`config.mk`:
```
export PLATFORM = sky130hd
export DESIGN_NAME = isa_io_target
export DESIGN_NICKNAME = d
export VERILOG_FILES = /design/src/rtl/isa_target_pkg.sv /design/src/rtl/isa_target_fifo.sv /design/src/rtl/isa_io_target.sv
export SDC_FILE = /design/constraint.sdc
export NUM_CORES = 1
export LEC_CHECK = 0
export ABC_AREA = 1
export BUFFER_PORTS_ARGS = -buffer_cell sky130_fd_sc_hd__buf_2
export CORE_MARGIN = 4
export CORE_UTILIZATION = 50
export CTS_CLUSTER_DIAMETER = 100
export DETAILED_ROUTE_END_ITERATION = 7
export HOLD_SLACK_MARGIN = 0.1
export PLACE_DENSITY = 0.67
export SLEW_MARGIN = 20
export SYNTH_ARGS = -nofsm -noshare
export SYNTH_HDL_FRONTEND = slang
export SYNTH_SLANG_ARGS = --single-unit
```
`constraint.sdc`:
```
create_clock -name clock -period 4.6 [get_ports clock]
set_input_delay 0.46 -clock clock [delete_from_list [all_inputs] [get_ports clock]]
set_output_delay 0.46 -clock clock [all_outputs]
set_load 0.01 [all_outputs]
```
`src/rtl/isa_target_pkg.sv`:
```
// Shared register offsets, STATUS/CONTROL bit positions and read-FSM states
// for the XT I/O-channel target.
package isa_target_pkg;

    localparam logic [1:0] REG_DATA    = 2'd0;
    localparam logic [1:0] REG_STATUS  = 2'd1;
    localparam logic [1:0] REG_CONTROL = 2'd2;

    localparam int ST_RX_NOT_EMPTY = 0;
    localparam int ST_TX_NOT_FULL  = 1;
    localparam int ST_RX_OVF       = 2;
    localparam int ST_IRQ_PEND     = 3;
    localparam int ST_TC_FLAG      = 4;
    localparam int ST_DMA_BUSY     = 7;

    localparam int CTL_IRQ_EN = 0;
    localparam int CTL_DMA_EN = 1;
    localparam int CTL_FLUSH  = 2;

    typedef enum logic [1:0] {IDLE, WAIT, DRIVE} rd_state_e;

endpackage

```
`src/rtl/isa_target_fifo.sv`:
```
// Synchronous FIFO with flush; head is visible combinationally so the bus side
// can latch it before popping.
module isa_target_fifo #(
    parameter int WIDTH = 8,
    parameter int DEPTH = 16
) (
    input  logic                       clk_i,
    input  logic                       rst_n_i,
    input  logic                       push_i,
    input  logic [WIDTH-1:0]           push_data_i,
    input  logic                       pop_i,
    input  logic                       flush_i,
    output logic [WIDTH-1:0]           head_o,
    output logic                       full_o,
    output logic                       empty_o,
    output logic [$clog2(DEPTH):0]     count_o
);
    localparam int AW = $clog2(DEPTH);

    logic [WIDTH-1:0] mem [DEPTH];
    logic [AW-1:0]    wr_ptr_q, rd_ptr_q;
    logic [AW:0]      count_q;
    logic             push_ok, pop_ok;

    // Flush has priority over both push and pop in the same clock.
    assign push_ok = push_i & ~full_o  & ~flush_i;
    assign pop_ok  = pop_i  & ~empty_o & ~flush_i;

    always_ff @(posedge clk_i or negedge rst_n_i) begin
        if (!rst_n_i) begin
            wr_ptr_q <= '0;
            rd_ptr_q <= '0;
            count_q  <= '0;
        end else if (flush_i) begin
            wr_ptr_q <= '0;
            rd_ptr_q <= '0;
            count_q  <= '0;
        end else begin
            if (push_ok) wr_ptr_q <= wr_ptr_q + 1'b1;
            if (pop_ok)  rd_ptr_q <= rd_ptr_q + 1'b1;
            case ({push_ok, pop_ok})
                2'b10:   count_q <= count_q + 1'b1;
                2'b01:   count_q <= count_q - 1'b1;
                default: count_q <= count_q;
            endcase
        end
    end

    always_ff @(posedge clk_i) begin
        if (push_ok) mem[wr_ptr_q] <= push_data_i;
    end

    assign head_o  = mem[rd_ptr_q];
    assign full_o  = (count_q == (AW+1)'(DEPTH));
    assign empty_o = (count_q == '0);
    assign count_o = count_q;

endmodule

```
`src/rtl/isa_io_target.sv`:
```
// XT expansion-bus I/O target: 4-port window, RX/TX FIFOs, wait states, IRQ/DRQ.
// Define ISA_TARGET_TC_IRQ_EN to latch DMA terminal count into tc_flag and stop DMA.
module isa_io_target
    import isa_target_pkg::*;
#(
    parameter logic [9:0] BASE_ADDR   = 10'h300,
    parameter int         FIFO_DEPTH  = 16,
    parameter int         WAIT_STATES = 2
) (
    input  logic        clock,
    input  logic        reset_n,
    input  logic [19:0] address,
    input  logic        address_enable_n,
    input  logic [7:0]  data_bus_in,
    output logic [7:0]  data_bus_out,
    output logic        data_bus_out_en,
    input  logic        io_read_n,
    input  logic        io_write_n,
    output logic        io_channel_ready,
    output logic        interrupt_request,
    output logic        dma_request,
    input  logic        dma_acknowledge_n,
    input  logic        terminal_count_n,
    input  logic [7:0]  dev_rx_data,
    input  logic        dev_rx_valid,
    output logic        dev_rx_ready,
    output logic [7:0]  dev_tx_data,
    output logic        dev_tx_valid,
    input  logic        dev_tx_ready
);
    localparam int         CW        = $clog2(FIFO_DEPTH) + 1;
    localparam logic [2:0] WAIT_LAST = 3'(WAIT_STATES - 1);

    rd_state_e   state_q, state_d;
    logic [2:0]  wait_cnt_q, wait_cnt_d;
    logic [7:0]  rd_data_q, rd_data_d;
    logic        rd_pop_q, rd_pop_d;
    logic        rd_held_q, wr_held_q, dack_held_q;
    logic        irq_en_q, dma_en_q, flush_q, rx_ovf_q, dma_busy_q, irq_q, drq_q;
    logic        tc_flag, tc_set;
    logic        sel, dma_sel, hit, rd_go, wr_go, dack_fall, busy_tail;
    logic [1:0]  offset;
    logic [7:0]  status_val, control_val, reg_rdata, rx_head;
    logic        rx_full, rx_empty, rx_pop, tx_full, tx_empty, tx_push;
    logic [CW-1:0] rx_count, tx_count;
    logic        unused_ok;

    isa_target_fifo #(.WIDTH(8), .DEPTH(FIFO_DEPTH)) u_rx_fifo (
        .clk_i(clock), .rst_n_i(reset_n),
        .push_i(dev_rx_valid), .push_data_i(dev_rx_data),
        .pop_i(rx_pop), .flush_i(flush_q),
        .head_o(rx_head), .full_o(rx_full), .empty_o(rx_empty), .count_o(rx_count)
    );

    isa_target_fifo #(.WIDTH(8), .DEPTH(FIFO_DEPTH)) u_tx_fifo (
        .clk_i(clock), .rst_n_i(reset_n),
        .push_i(tx_push), .push_data_i(data_bus_in),
        .pop_i(dev_tx_valid & dev_tx_ready), .flush_i(flush_q),
        .head_o(dev_tx_data), .full_o(tx_full), .empty_o(tx_empty), .count_o(tx_count)
    );

    assign unused_ok = ^{rx_count, tx_count};

    // "held" flags reset to 1 so a strobe still asserted after reset is not an edge.
    assign rd_go     = ~rd_held_q & ~io_read_n & hit;
    assign wr_go     = ~wr_held_q & ~io_write_n & hit;
    assign dack_fall = ~dack_held_q & ~dma_acknowledge_n;
    assign sel       = ~address_enable_n & (address[9:2] == BASE_ADDR[9:2]) & (address[19:10] == 10'd0);
    assign dma_sel   = ~dma_acknowledge_n;
    assign hit       = sel | dma_sel;
    assign offset    = dma_sel ? REG_DATA : address[1:0];
    assign tx_push   = wr_go & (offset == REG_DATA);
    assign busy_tail = dma_busy_q | (rd_go & dma_sel);

`ifdef ISA_TARGET_TC_IRQ_EN
    logic tc_flag_q;
    assign tc_set = rd_go & dma_sel & ~terminal_count_n;
    always_ff @(posedge clock or negedge reset_n) begin
        if (!reset_n)                                              tc_flag_q <= 1'b0;
        else if (tc_set)                                           tc_flag_q <= 1'b1;
        else if (wr_go && offset == REG_STATUS && data_bus_in[4])  tc_flag_q <= 1'b0;
    end
    assign tc_flag = tc_flag_q;
`else
    logic unused_tc;
    assign unused_tc = terminal_count_n;
    assign tc_set    = 1'b0;
    assign tc_flag   = 1'b0;
`endif

    always_comb begin
        status_val                  = '0;
        status_val[ST_RX_NOT_EMPTY] = ~rx_empty;
        status_val[ST_TX_NOT_FULL]  = ~tx_full;
        status_val[ST_RX_OVF]       = rx_ovf_q;
        status_val[ST_IRQ_PEND]     = irq_q;
        status_val[ST_TC_FLAG]      = tc_flag;
        status_val[ST_DMA_BUSY]     = dma_busy_q;
        control_val                 = '0;
        control_val[CTL_IRQ_EN]     = irq_en_q;
        control_val[CTL_DMA_EN]     = dma_en_q;
        control_val[CTL_FLUSH]      = flush_q;
        case (offset)
            REG_DATA:    reg_rdata = rx_empty ? 8'h00 : rx_head;
            REG_STATUS:  reg_rdata = status_val;
            REG_CONTROL: reg_rdata = control_val;
            default:     reg_rdata = 8'hFF;
        endcase
    end

    always_comb begin
        state_d    = state_q;
        wait_cnt_d = wait_cnt_q;
        rd_data_d  = rd_data_q;
        rd_pop_d   = rd_pop_q;
        rx_pop     = 1'b0;
        case (state_q)
            IDLE: if (rd_go) begin
                rd_data_d  = reg_rdata;
                wait_cnt_d = '0;
                if (offset == REG_DATA && rx_empty) begin
                    rd_pop_d = 1'b0;
                    state_d  = DRIVE;
                end else if (WAIT_STATES == 0) begin
                    rx_pop   = (offset == REG_DATA);
                    rd_pop_d = 1'b0;
                    state_d  = DRIVE;
                end else begin
                    rd_pop_d = (offset == REG_DATA);
                    state_d  = WAIT;
                end
            end
            WAIT: if (wait_cnt_q == WAIT_LAST) begin
                rx_pop   = rd_pop_q;
                rd_pop_d = 1'b0;
                state_d  = DRIVE;
            end else begin
                wait_cnt_d = wait_cnt_q + 3'd1;
            end
            DRIVE: if (io_read_n) state_d = IDLE;
            default: state_d = IDLE;
        endcase
    end

    always_ff @(posedge clock or negedge reset_n) begin
        if (!reset_n) begin
            state_q     <= IDLE;
            wait_cnt_q  <= '0;
            rd_data_q   <= '0;
            rd_pop_q    <= 1'b0;
            rd_held_q   <= 1'b1;
            wr_held_q   <= 1'b1;
            dack_held_q <= 1'b1;
            irq_en_q    <= 1'b0;
            dma_en_q    <= 1'b0;
            flush_q     <= 1'b0;
            rx_ovf_q    <= 1'b0;
            dma_busy_q  <= 1'b0;
            irq_q       <= 1'b0;
            drq_q       <= 1'b0;
        end else begin
            state_q     <= state_d;
            wait_cnt_q  <= wait_cnt_d;
            rd_data_q   <= rd_data_d;
            rd_pop_q    <= rd_pop_d;
            rd_held_q   <= ~io_read_n;
            wr_held_q   <= ~io_write_n;
            dack_held_q <= ~dma_acknowledge_n;
            if (wr_go && offset == REG_CONTROL) begin
                irq_en_q <= data_bus_in[CTL_IRQ_EN];
                dma_en_q <= data_bus_in[CTL_DMA_EN];
                flush_q  <= data_bus_in[CTL_FLUSH];
            end else begin
                flush_q  <= 1'b0;
            end
            if (tc_set) dma_en_q <= 1'b0;
            if (dev_rx_valid && rx_full)                                rx_ovf_q <= 1'b1;
            else if (wr_go && offset == REG_STATUS && data_bus_in[2])   rx_ovf_q <= 1'b0;
            if (dma_acknowledge_n) dma_busy_q <= 1'b0;
            else if (dack_fall)    dma_busy_q <= 1'b1;
            irq_q <= irq_en_q & (~rx_empty | rx_ovf_q | tc_flag);
            drq_q <= dma_en_q & ~rx_empty & ~busy_tail;
        end
    end

    assign io_channel_ready  = (state_q != WAIT);
    assign data_bus_out_en   = (state_q == DRIVE);
    assign data_bus_out      = data_bus_out_en ? rd_data_q : 8'h00;
    assign interrupt_request = irq_q;
    assign dma_request       = drq_q;
    assign dev_rx_ready      = ~rx_full;
    assign dev_tx_valid      = ~tx_empty;

endmodule

```
=== Word-level counts from Yosys, hierarchy flattened ===
Memories as Yosys holds them, arrays and structs flattened.
Index checks and enable logic that the tools add are counted.

* Output and inout bits: 22
* Input bits: 45
* Bits in registers: 50
* Word-level logic and storage cells: 147
* Memories: 2
* Bits in writable memories: 256

{| class="wikitable"
|+ Memory list
! memory !! words !! width !! read ports !! clocked after memory_dff !! wr ports !! line !! source
|-
| u_rx_fifo.mem || 16 || 8 || 1 || 0 || 1 || isa_target_fifo.sv:20 || <nowiki>logic [WIDTH-1:0] mem [DEPTH];</nowiki>
|-
| u_tx_fifo.mem || 16 || 8 || 1 || 0 || 1 || isa_target_fifo.sv:20 ||
|}

* Multiplexer cells: 39
* Bitwise logic cells: 37
* Add/sub/neg operators: 9
* Reductions and logical operators: 23
* Eq/ne operators: 17

{| class="wikitable"
|+ Operator list
! kind !! count
|-
| 2-to-1 mux 4 bit || 8
|-
| one-hot mux 8 bit (3 select lines) || 1
|-
| bitwise AND 1 bit || 21
|-
| one-hot mux 5 bit (2 select lines) || 2
|-
| adder 4 x 1 -> 4 bit (second input constant) || 4
|-
| 2-to-1 mux 8 bit || 2
|-
| 2-to-1 mux 1 bit || 14
|-
| nonzero test 2 bit || 7
|-
| inverter 1 bit || 13
|-
| adder 5 x 1 -> 5 bit (second input constant) || 2
|-
| == test 5 bit (second input constant) || 2
|-
| logical NOT 10 bit || 1
|-
| logical NOT 5 bit || 2
|-
| 2-to-1 mux 2 bit || 5
|-
| 2-to-1 mux 5 bit || 2
|-
| subtractor 5 x 1 -> 5 bit (second input constant) || 2
|-
| AND reduction 3 bit || 3
|-
| == test 2 x 1 -> 1 bit (second input constant) || 4
|-
| == test 2 bit (second input constant) || 4
|-
| == test 8 bit (second input constant) || 1
|-
| 2-to-1 mux 3 bit || 2
|-
| inequality test 2 bit (second input constant) || 3
|-
| one-hot mux 2 bit (3 select lines) || 1
|-
| one-hot mux 3 bit (2 select lines) || 1
|-
| other kinds (9) || 18
|}

=== Depth between registers and ports, before layout ===
Gate-level depths: netlist of the first run.

* Depth after elaboration: 11
* Mapped depth: 19
* Depth with buffers taken out: 19

=== By module ===
A second synthesis of the first run with hierarchy kept.

* Cell total of the unflattened synthesis: 1186
* Area, all modules: 13354.1 um2

{| class="wikitable"
|+ Modules (own cells, without submodules)
! module !! seq. area each (um2) !! area each (um2) !! cells an instance !! instances
|-
| isa_target_fifo (u_tx_fifo) || 4169.0 || 6000.8 || 499 || 1
|-
| isa_target_fifo (u_rx_fifo) || 4169.0 || 5945.7 || 500 || 1
|-
| isa_io_target || 604.3 || 1407.6 || 187 || 1
|}

=== Worst setup path after synthesis of the first run ===
Ideal clock, no wire load.

* Path type: flip-flop to flip-flop
* Start point: register u_rx_fifo.count_q[1] (netlist: u_rx_fifo.count_o[1])
* End point: register u_rx_fifo.count_q[4] (netlist: u_rx_fifo.count_o[4])
* Arrival: 2.254 ns
* Period minus slack after synthesis: 2.381 ns
* Setup slack: 2.219 ns
* Stages on the path, launching flop included: 15
* Required time: 4.473 ns
* Buffers on the path: 0
* Setup time: 0.127 ns
* Cell sequence: dfrtp_1 nor4_4 nand2_1 nand2_4 nand4_4 inv_1 ha_1 inv_1 nor2_1 o21a_1 nor2_1 xor2_1 xnor2_1 nand2_1 o21ai_0

* Cells in the longest elaborated chain, start to end: 7
* Elaborated cells between the ends (all ways): 15
* Those cells by class: add/sub (2); eq/ne (3); mux (2); bitwise (6); reduce/logical (2)

{| class="wikitable"
|+ Ends and longest elaborated chain
! what !! line !! source
|-
| from (decl) || isa_target_fifo.sv:22 || <nowiki>logic [AW:0] count_q;</nowiki>
|-
| from (signal assigned) || isa_target_fifo.sv:42 || <nowiki>2'b10: count_q <= count_q + 1'b1;</nowiki>
|-
| from (signal assigned) || isa_target_fifo.sv:43 || <nowiki>2'b01: count_q <= count_q - 1'b1;</nowiki>
|-
| from (signal assigned) || isa_target_fifo.sv:44 || <nowiki>default: count_q <= count_q;</nowiki>
|-
| == test 5 bit (*) || isa_target_fifo.sv:54 || <nowiki>assign full_o = (count_q == (AW+1)'(DEPTH));</nowiki>
|-
| inverter 1 bit (*) || -- ||
|-
| via dev_rx_ready || isa_io_target.sv:26 || <nowiki>output logic dev_rx_ready,</nowiki>
|-
| bitwise AND 1 bit (*) (2 in series) || isa_target_fifo.sv:26 || <nowiki>assign push_ok = push_i & ~full_o & ~flush_i;</nowiki>
|-
| == test 2 x 1 -> 1 bit / == test 2 bit (equally long branches) || isa_target_fifo.sv:41 || <nowiki>case ({push_ok, pop_ok})</nowiki>
|-
| one-hot mux 5 bit (2 select lines) || isa_target_fifo.sv:41 ||
|-
| 2-to-1 mux 5 bit || isa_target_fifo.sv:34 || <nowiki>end else if (flush_i) begin</nowiki>
|}

Mark *: on every way through the listed nets, which the timed path passes. The rest lies on a longest branch.
A chain may end at the register's enable or synchronous reset.

=== Worst setup path after layout of the first run ===
* Start point: register u_tx_fifo.rd_ptr_q[1]
* End point: output port dev_tx_data[1]

* Cells in the longest elaborated chain, start to end: 1

{| class="wikitable"
|+ Ends and longest elaborated chain
! what !! line !! source
|-
| from (decl) || isa_target_fifo.sv:21 || <nowiki>logic [AW-1:0] wr_ptr_q, rd_ptr_q;</nowiki>
|-
| from (signal assigned) || isa_target_fifo.sv:40 || <nowiki>if (pop_ok) rd_ptr_q <= rd_ptr_q + 1'b1;</nowiki>
|-
| memory read (16 x 8 bit) || -- ||
|-
| to (decl) || isa_io_target.sv:27 || <nowiki>output logic [7:0] dev_tx_data,</nowiki>
|}

No other way between the ends.

==> results of run 1 <==
-- through the flow --
step | hold WS, ns | util | total power, mW
after floorplan | 0.1644 | - | 5.128
after global placement | 0.4759 | 0.5343 | 5.857
after detailed placement | 0.4940 | 0.5343 | 5.931
after CTS | 0.1890 | 0.5746 | 8.313
after global routing | 0.2233 | 0.5746 | 8.748
final | 0.2130 | 0.5746 | 8.256
-- worst min path at each step --
stage / start / endpoint / slack, ns / cells past startpoint
detailed placement: rd_pop_q / rd_pop_q / 0.49 / 2
finish: dev_tx_ready / u_tx_fifo.rd_ptr_q[2] / 0.21 / 3
global placement: rd_pop_q / rd_pop_q / 0.48 / 2
CTS: dev_tx_ready / u_tx_fifo.rd_ptr_q[2] / 0.19 / 3
global route: dev_tx_ready / u_tx_fifo.rd_ptr_q[2] / 0.22 / 3
floorplan: reset_n / dma_busy_q / 0.16 / 0
-- flip-flops by register name (all words and copies together), names as in the netlist --
signal and flops:
dma_request 1, rd_held_q 1, dma_en_q 1, irq_en_q 1, rd_pop_q 1, wait_cnt_q 3
u_tx_fifo.rd_ptr_q 4, u_tx_fifo.count_o 5, rx_ovf_q 1, u_rx_fifo.mem 128, u_tx_fifo.mem 128, u_rx_fifo.rd_ptr_q 4
state_q 2, u_tx_fifo.wr_ptr_q 4, flush_q 1, rd_data_q 8, u_rx_fifo.count_o 5, interrupt_request 1
u_rx_fifo.wr_ptr_q 4, wr_held_q 1, dack_held_q 1, dma_busy_q 1
-- timing repair --
action                                 CTS  global route
endpoints found under the hold margin   50             0
setup endpoints to repair                0             0
hold buffers                             4             0
-- worst max-delay path, cell delays in order (launching register included) --
cell and delay [ns]:
dfrtp_1 0.70, nand2_1 0.55, o221ai_1 0.36, a21oi_1 0.10
o21ai_0 0.30, o21ai_0 0.26, buf_2 0.20
-- final cells by class --
cell class	instances	area (µm²)	share of cell area
Sequential cell	306	8944	0.6164
Timing Repair Buffer	78	432.9	0.02984
Tap cell	330	412.9	0.02846
Multi-Input combinational cell	663	3443	0.2373
Clock inverter	11	85.08	0.005864
Inverter	80	300.3	0.02069
Clock buffer	46	892.1	0.06148
-- power by group --
part           internal, mW  total (mW)  switching [mW]  leakage, nW
Combinational         0.741        2.38            1.64         2.00
Sequential             3.30        3.49           0.190         2.92
Clock                  1.39        2.38           0.990        0.481
Total                  5.43        8.26            2.82         5.40
-- routing by layer --
layer | share of wire | GRT usage
met3 | 0.061 | 0.02888
met2 | 0.49 | 0.3255
met1 | 0.42 | 0.2674
met5 | 0 | 0
met4 | 0.028 | 0.06316
-- cell usage in the layout (no fill, tap or decap), types with 3 or more instances in the layout --
cell / n
dfrtp_1: 46
a22oi_1: 3
nand4_1: 9
edfxtp_1: 256
inv_1: 74
clkbuf_1: 9
clkinv_2: 8
dlygate4sd3_1: 4
nor2_1: 152
dfstp_2: 3
o22ai_1: 23
o21ai_0: 140
xor2_1: 3
nor3_1: 5
a21oi_1: 57
o211ai_1: 5
clkbuf_8: 6
nand3_1: 53
buf_2: 65
a32oi_1: 4
ha_1: 21
o221ai_1: 24
inv_2: 4
clkbuf_16: 31
nand2_1: 134
buf_4: 9
nand2_2: 6
-- cell families (layout without fill, tap and decap cells) --
| family | Yosys count | count (layout) | synth area share |
|---|---|---|---|
| AO/OA/AOI/OAI | 265 | 265 | 0.1169 |
| multiplexers | 2 | 2 | 0.001750 |
| flip-flops | 306 | 306 | 0.6948 |
| buffers and inverters | 125 | 215 | 0.03772 |
| XOR/XNOR | 5 | 5 | 0.003403 |
| adder cells (fa/ha/maj) | 22 | 22 | 0.02197 |
| AND/OR/NAND/NOR | 369 | 369 | 0.1235 |
==> results_dict.tcl, run 1 <==
set metrics [dict create \
    rows 58 \
    drive_above_1_share 0.1275 \
    synth_top_area_frac 0.5973 \
    insertedDiodeCount 0 \
    portBuffers 65 \
    status "complete, no violations" \
    crit_path_end "dev_tx_data[1]" \
    place_ws_ns 1.712 \
    synth.most_common_cell "edfxtp_1" \
    placed_cells 1453 \
    reg2reg_depth 12 \
    numClockSinks 306 \
    worstReg2RegEnd "u_rx_fifo.count_o[4]" \
    first_pass_iters 6 \
    clk_pin_slew_ns 0.06 \
    post-route-period-util 0.7567 \
    timing.rr.start "flush_q" \
    slew_viol_final 0 \
    setup_tns_ns 0 \
    skew_ns 0.01284 \
    fp.dieW_um 168.4 \
    leakage_nw 5.397 \
    critPathRequiredTime_ns 4.14 \
    r2r_slack_ns 1.84 \
    peakVddDrop_mv 0.3606 \
    setup_ws_ns 1.119 \
    cts.path.max_buffers 3 \
    syn_avg_cell_area_um2 11.77 \
    setup_viol 0 \
    core_um2 25250 \
    start_util 0.5097 \
    synth_seq_cells 306 \
    postPlaceCellArea_um2 13490 \
    cts_made_buffers 31 \
    startpoint_type "register" \
    stdcell_count 1514 \
    synth-edff-count 256 \
    grt_overflow 0 \
    ant_nets 0 \
    yosysWarnings 0 \
    grtUsageTotal 0.1955 \
    synth_commonest_cells "256 x edfxtp_1, 152 x nor2_1, 140 x o21ai_0" \
    synthesis.area_um2 12870 \
    power_density_nw_per_um2 569.0 \
    path_max_fanout 17 \
    ys_async_sr_fraction 0.1634 \
    die_h_um 168.4 \
    yosysUniqueCellTypes 42 \
    cts_tree "built" \
    num-fill-cells 2051 \
    drt-initial-drc-count 614 \
    ctsResizeCount 0 \
    area_growth_pct 12.73 \
    postLayoutCellArea_um2 14510 \
    hold_violations 0 \
    arrival_ns 3.02 \
    postSynthCellCount 1094 \
    wl_per_cell_um 18.55 \
    cap_violations 0 \
    vias 8398 \
    crit_type "reg -> out" \
    hp-class "in -> reg" \
    ios 67 \
    antenna_found_initial 0 \
    grt_pass1_vias 8187 \
    vias_per_cell 5.547 \
    clk_latency_ns 0.55 \
    grt_pass1_wl_um 43900 \
    place.gp.congestion 0.8245 \
    cp-startpoint "u_tx_fifo.rd_ptr_q[1]" \
    grt_max_degree 79 \
    cts-root-buf "clkbuf_16" \
    drc 0 \
    rsz0062_at_grt "no" \
    layout_min_cycle_time_ns 3.481 \
    cts_setup_buffers 0 \
    crit_path_end_kind "primary output" \
    synth_flop_cell "edfxtp_1" \
    htree_levels 1 \
    final_nets 1227 \
    synth_top_area_cell "edfxtp_1" \
    dieArea_um2 28370 \
    worstMarginPinSlew_ns 1.005 \
    max_freq_ghz 0.2873 \
    seq_area_frac_synth 0.6948 \
    post-dp-hpwl_um 17530 \
    synth_area_leaders "edfxtp_1 60%, dfrtp_1 9.1%, o21ai_0 5.4%, nor2_1 4.4%, nand2_1 3.9%" \
    slew_headroom 0.3274 \
    syn_nets 1161 \
    routed_wl_um 28090 \
]
No activity file was read; power rests on OpenSTA's default activity.
==> run 2, diff against run 1 <==
--- a/config.mk
+++ b/config.mk
@@ -12,7 +12,7 @@
 export CTS_CLUSTER_DIAMETER = 100
 export DETAILED_ROUTE_END_ITERATION = 7
 export HOLD_SLACK_MARGIN = 0.1
-export PLACE_DENSITY = 0.67
+export PLACE_DENSITY = 0.7
 export SLEW_MARGIN = 20
 export SYNTH_ARGS = -nofsm -noshare
 export SYNTH_HDL_FRONTEND = slang
==> constraint.sdc (replaced) <==
create_clock -name clock -period 3 [get_ports clock]
set_input_delay 0.3 -clock clock [delete_from_list [all_inputs] [get_ports clock]]
set_output_delay 0.3 -clock clock [all_outputs]
set_load 0.01 [all_outputs]
==> results_dict.tcl, run 2 (same netlist as run 1, synthesis figures left out) <==
set metrics [dict create \
    status "complete, no violations" \
    core_um2 25250 \
    layout_commonest_cell "edfxtp_1" \
    cts_made_buffers 30 \
    leakage_nw 5.642 \
    placed_cells 1491 \
    worstMarginPinSlew_ns 0.7894 \
    cp.buffers_inverters 1 \
    start_util 0.5097 \
    reg2reg_depth 14 \
    multi_input_area_um2 3443 \
    area_growth_pct 15.92 \
    setup_viol 0 \
    cts.path.max_buffers 3 \
    antenna_found_initial 0 \
    grtUsageTotal 0.1988 \
    cts_tree "built" \
    vias 8667 \
    portBuffers 65 \
    rows 58 \
    cap_violations 0 \
    hold_violations 0 \
    grt_overflow 0 \
    ios 67 \
    htree_levels 1 \
    post-dp-hpwl_um 18390 \
    postPlaceCellArea_um2 13780 \
    startpoint_type "register" \
    comb_power_share 0.289 \
    stdcell_count 1553 \
    grt_pass1_wl_um 44790 \
    critPathRequiredTime_ns 2.70 \
    place.gp.congestion 0.7807 \
    reg.largest.list "u_rx_fifo.mem x128, u_tx_fifo.mem x128, rd_data_q x8" \
    power_density_nw_per_um2 885.6 \
    arrival_ns 2.55 \
    num-fill-cells 2001 \
    postLayoutCellArea_um2 14920 \
    numClockSinks 306 \
    peakVddDrop_mv 0.5648 \
    holdPathStages 1 \
    switchingPower_mw 4.435 \
    routed_wl_um 28690 \
    drc 0 \
    cp_common_cell "o21ai_0" \
    grt_max_degree 65 \
    die_h_um 168.4 \
    setup_tns_ns 0 \
    hold_slack_ns 0.1513 \
    max_stage_delay_ns 0.42 \
    ant_nets 0 \
    cp_cell_sequence "nand2_1 -> o221ai_1 -> a21oi_1 -> o21ai_0 -> o21ai_0 -> buf_2" \
    cp_top_family "compound AO/OA/AOI/OAI gates" \
    first_pass_iters 5 \
    hp-class "in -> reg" \
    crit_path_end_kind "primary output" \
    wl_per_cell_um 18.48 \
    vias_per_cell 5.581 \
    final_nets 1266 \
    swShare 0.3357 \
    dieArea_um2 28370 \
    grt_pass1_vias 8264 \
    r2r_slack_ns 0.36 \
    drt-initial-drc-count 711 \
    layout_min_cycle_time_ns 2.854 \
    clk_pin_slew_ns 0.07 \
    path_max_fanout 17 \
    clk_latency_ns 0.55 \
    skew_ns 0.01187 \
    cts-root-buf "clkbuf_16" \
    drive_above_1_share 0.1554 \
    fin_util 0.5908 \
    rsz0062_at_grt "no" \
    post-route-period-util 0.9512 \
    p_int_mw 8.778 \
    pwr-share-clk 0.307 \
    final_cell_mix "256 x edfxtp_1, 152 x nor2_1, 140 x o21ai_0, 134 x nand2_1, 74 x inv_1" \
    fp.dieW_um 168.4 \
    slew_headroom 0.4718 \
    cp_slowest_cell "nand2_1" \
    seqCellArea_um2 8944 \
    max_freq_ghz 0.3504 \
    insertedDiodeCount 0 \
    crit_cells 6 \
    slew_viol_final 0 \
    crit_type "reg -> out" \
    p_seq_frac 0.404 \
]
==> run 2: power by group through the flow <==
stage | clock [mW] | combinational [mW] | sequential, mW
after detailed placement | 0 | 3.79 | 5.41
after floorplan | 0 | 2.53 | 5.33
final | 4.06 | 3.82 | 5.33
after global placement | 0 | 3.70 | 5.39
after CTS | 4.11 | 3.82 | 5.33
after global routing | 4.30 | 4.28 | 5.37
==> run 2: final cells by class <==
class,instances,share of cell area
flip-flops and latches,306,0.5994
multi-input cells,663,0.2308
clock buffers,35,0.05300
repair buffers,118,0.04948
well taps,330,0.02767
inverters,80,0.02013
clock inverters,21,0.01954
==> run 2: final timing paths <==
path                                       start                   end
setup / recovery           u_tx_fifo.rd_ptr_q[1]        dev_tx_data[1]
hold / removal                    dev_rx_data[5]  u_rx_fifo.mem[12][5]
setup reg to reg            u_rx_fifo.count_o[1]  u_rx_fifo.count_o[4]
hold reg to reg                      dack_held_q            dma_busy_q
max in group asynchronous                reset_n             wr_held_q
min in group asynchronous                reset_n         wait_cnt_q[0]
==> run 2: routing by layer <==
layer	track usage	vias to the layer above	wire length (µm)
met5	0	-	0
met4	0.05152	0	545
met3	0.03076	51	2022
met2	0.3187	312	13680
met1	0.2877	4180	12450
li1	-	4124	-
==> run 2: timing repair <==
| item | in CTS | in global routing |
|---|---|---|
| hold buffers | 6 | 0 |
| endpoints found under the hold margin | 37 | 0 |
| setup buffers | 0 | 0 |
| resized for setup | 0 | 0 |
==> run 2: stage by stage <==
| step | total power [mW] | setup WS (ns) |
|---|---|---|
| 2_1_floorplan | 7.862 | 0.6186 |
| 3_3_place_gp | 9.094 | 0.4784 |
| 3_5_place_dp | 9.200 | 0.3786 |
| 4_1_cts | 13.26 | 0.1767 |
| 5_1_grt | 13.95 | 0.03103 |
| 6_report | 13.21 | 0.1463 |
==> run 3, diff against run 2 <==
--- a/config.mk
+++ b/config.mk
@@ -5,7 +5,6 @@
 export SDC_FILE = /design/constraint.sdc
 export NUM_CORES = 1
 export LEC_CHECK = 0
-export ABC_AREA = 1
 export BUFFER_PORTS_ARGS = -buffer_cell sky130_fd_sc_hd__buf_2
 export CORE_MARGIN = 4
 export CORE_UTILIZATION = 50
@@ -13,6 +12,7 @@
 export DETAILED_ROUTE_END_ITERATION = 7
 export HOLD_SLACK_MARGIN = 0.1
 export PLACE_DENSITY = 0.7
+export SETUP_SLACK_MARGIN = 0.1
 export SLEW_MARGIN = 20
 export SYNTH_ARGS = -nofsm -noshare
 export SYNTH_HDL_FRONTEND = slang
==> results_dict.tcl, run 3 <==
set metrics [dict create \
    grtUsageTotal 0.1883 \
    synthAdderAreaFrac 0.02218 \
    skew_ns 0.01381 \
    cap_violations 0 \
    vias 6935 \
    routed_wl_um 26310 \
    cp_slowest_cell "dlygate4sd3_1" \
    hold_violations 0 \
    synth_area_leaders "edfxtp_1 60%, mux4_2 14%, dfrtp_1 9.2%, ha_1 2.1%, nor2_1 1.8%" \
    hp-class "in -> reg" \
    synthesis.area_um2 12750 \
    rows 58 \
    crit_path_end_kind "register" \
    arrival_ns 3.31 \
    multi_input_area_um2 3659 \
    fp.dieW_um 167.7 \
    dieArea_um2 28120 \
    startpoint_type "primary input" \
    synth_xor_area_frac 0.01237 \
    ios 67 \
    core_um2 25110 \
    num-fill-cells 1872 \
    portBuffers 65 \
    peakVddDrop_mv 0.4798 \
    area_growth_pct 16.70 \
    seqCellArea_um2 8946 \
    layout_commonest_cell "edfxtp_1" \
    synthMuxAreaShare 0.1479 \
    cts-root-buf "clkbuf_16" \
    syn_avg_cell_area_um2 17.93 \
    setup_viol 0 \
    cts_tree "built" \
    syn_nets 778 \
    grt_pass1_wl_um 41360 \
    final_cell_mix "256 x edfxtp_1, 80 x mux4_2, 65 x buf_2, 61 x nor2_1, 61 x buf_4" \
    synth_simple_gate_area_frac 0.06447 \
    synth_top_family_by_area "multiplexers" \
    synth_flop_cell "edfxtp_1" \
    synth_compound_area_frac 0.03523 \
    synth_top_area_frac 0.6029 \
    slew_viol_final 0 \
    power_density_nw_per_um2 837.1 \
    crit_type "in -> reg" \
    clk_pin_slew_ns 0.07 \
    grt_overflow 0 \
    post-dp-hpwl_um 17630 \
    wl_per_cell_um 22.00 \
    postSynthCellCount 711 \
    cts_made_buffers 31 \
    cts.path.max_buffers 3 \
    fin_util 0.5926 \
    reg2reg_depth 10 \
    layout_min_cycle_time_ns 2.898 \
    grt_pass1_vias 7247 \
    vias_per_cell 5.798 \
    critPathRequiredTime_ns 3.42 \
    cp_cell_sequence "dlygate4sd3_1 -> buf_2 -> or3b_4 -> a21o_4 -> nor3_4 -> nor2_2 -> xnor2_1 -> ha_2 -> o31a_1 -> or4_1 -> a22oi_2 -> mux2_1" \
    seq_area_frac_synth 0.7014 \
    drive_above_1_share 0.3214 \
    start_util 0.5078 \
    synth_seq_cells 306 \
    ys_async_sr_fraction 0.1634 \
    antenna_found_initial 1 \
    grt_max_degree 39 \
    drt-initial-drc-count 768 \
    synth_commonest_cells "256 x edfxtp_1, 80 x mux4_2, 62 x nor2_1" \
    status "complete, no violations" \
    numClockSinks 306 \
    synth-edff-count 256 \
    holdPathStages 3 \
    leakage_nw 5.251 \
    max_stage_delay_ns 0.53 \
    reg.largest.list "u_rx_fifo.mem x128, u_tx_fifo.mem x128, rd_data_q x8" \
    max_freq_ghz 0.3451 \
    path_max_fanout 4 \
    worstMarginPinSlew_ns 0.7039 \
    synth.most_common_cell "edfxtp_1" \
    place.gp.congestion 0.9087 \
    rsz0062_at_grt "yes" \
    synth_top_area_cell "edfxtp_1" \
    yosysUniqueCellTypes 66 \
    clk_latency_ns 0.54 \
    drc 0 \
    ant_nets 0 \
    post-route-period-util 0.9659 \
    final_nets 910 \
    yosysWarnings 0 \
    hold_slack_ns 0.1227 \
    htree_levels 1 \
    die_h_um 167.7 \
    slew_headroom 0.5307 \
    first_pass_iters 5 \
]
==> run 3: cell families after synthesis <==
logic type      count (synthesis)
compound gates                 63
xor+xnor                       18
fa+ha+maj                      22
buf+inv                        51
flops                         306
mux                            88
simple gates                  163
==> run 3: final timing paths <==
kind                                               to  slack (ns)                 start
worst min register to register      interrupt_request        0.53              rx_ovf_q
worst min-delay path                      dack_held_q        0.12     dma_acknowledge_n
min in group asynchronous       u_rx_fifo.wr_ptr_q[3]        0.34               reset_n
worst max-delay path             u_tx_fifo.count_o[4]        0.10            io_write_n
max in group asynchronous                 dack_held_q        1.82               reset_n
worst max register to register   u_tx_fifo.count_o[4]        0.17  u_tx_fifo.count_o[2]
==> run 3: area by class of cell <==
| class | instances | area share |
|---|---|---|
| flip-flops and latches | 306 | 0.6012 |
| well taps | 330 | 0.02775 |
| multi-input cells | 354 | 0.2459 |
| clock buffers | 41 | 0.05466 |
| inverters | 19 | 0.004793 |
| repair buffers | 131 | 0.05609 |
| clock inverters | 14 | 0.009418 |
| diodes | 1 | 0.0001682 |
==> run 3: critical path, delay by kind of cell <==
kind / cells / cell delay, ns
AND/OR/NAND/NOR: 4 / 1.04
buffers and inverters: 2 / 0.68
AO/OA/AOI/OAI: 3 / 0.59
multiplexers: 1 / 0.36
adder cells (fa/ha/maj): 1 / 0.18
XOR/XNOR: 1 / 0.15
==> run 3: what timing repair did <==
action | in CTS | in global routing
endpoints found under the hold margin | 30 | 0
hold buffers | 4 | 0
setup endpoints to repair | 2 | 2
gates resized for setup | 3 | 5
pin swaps | 0 | 2
buffers inserted | 0 | 1
cloned | 0 | 0
==> run 3: metrics by stage <==
step                      power [mW]  setup WS, ns  area (µm²)  std cells  setup TNS, ns
after floorplan                7.851       0.05530       12780        711              0
after global placement         8.745      -0.04371       13840       1135       -0.04371
after global routing           13.08       0.07717       14880       1196              0
after CTS                      12.54        0.1132       14850       1194              0
final                          12.46        0.1023       14880       1196              0
after detailed placement       8.916       -0.1394       13840       1135        -0.2123
==> run 3: power by group <==
group          total (mW)  internal, mW  switching (mW)
Clock                3.59          2.08            1.51
Combinational        3.29          1.68            1.61
Sequential           5.57          5.09           0.485
Total                12.5          8.85            3.61
==> run 3: metal layers <==
| layer | GRT usage | wire, µm | vias up |
|---|---|---|---|
| met5 | 0 | 0 | - |
| met4 | 0.04305 | 423 | 0 |
| met3 | 0.02479 | 1452 | 31 |
| met2 | 0.3205 | 13610 | 219 |
| met1 | 0.2638 | 10830 | 3610 |
| li1 | - | - | 3075 |
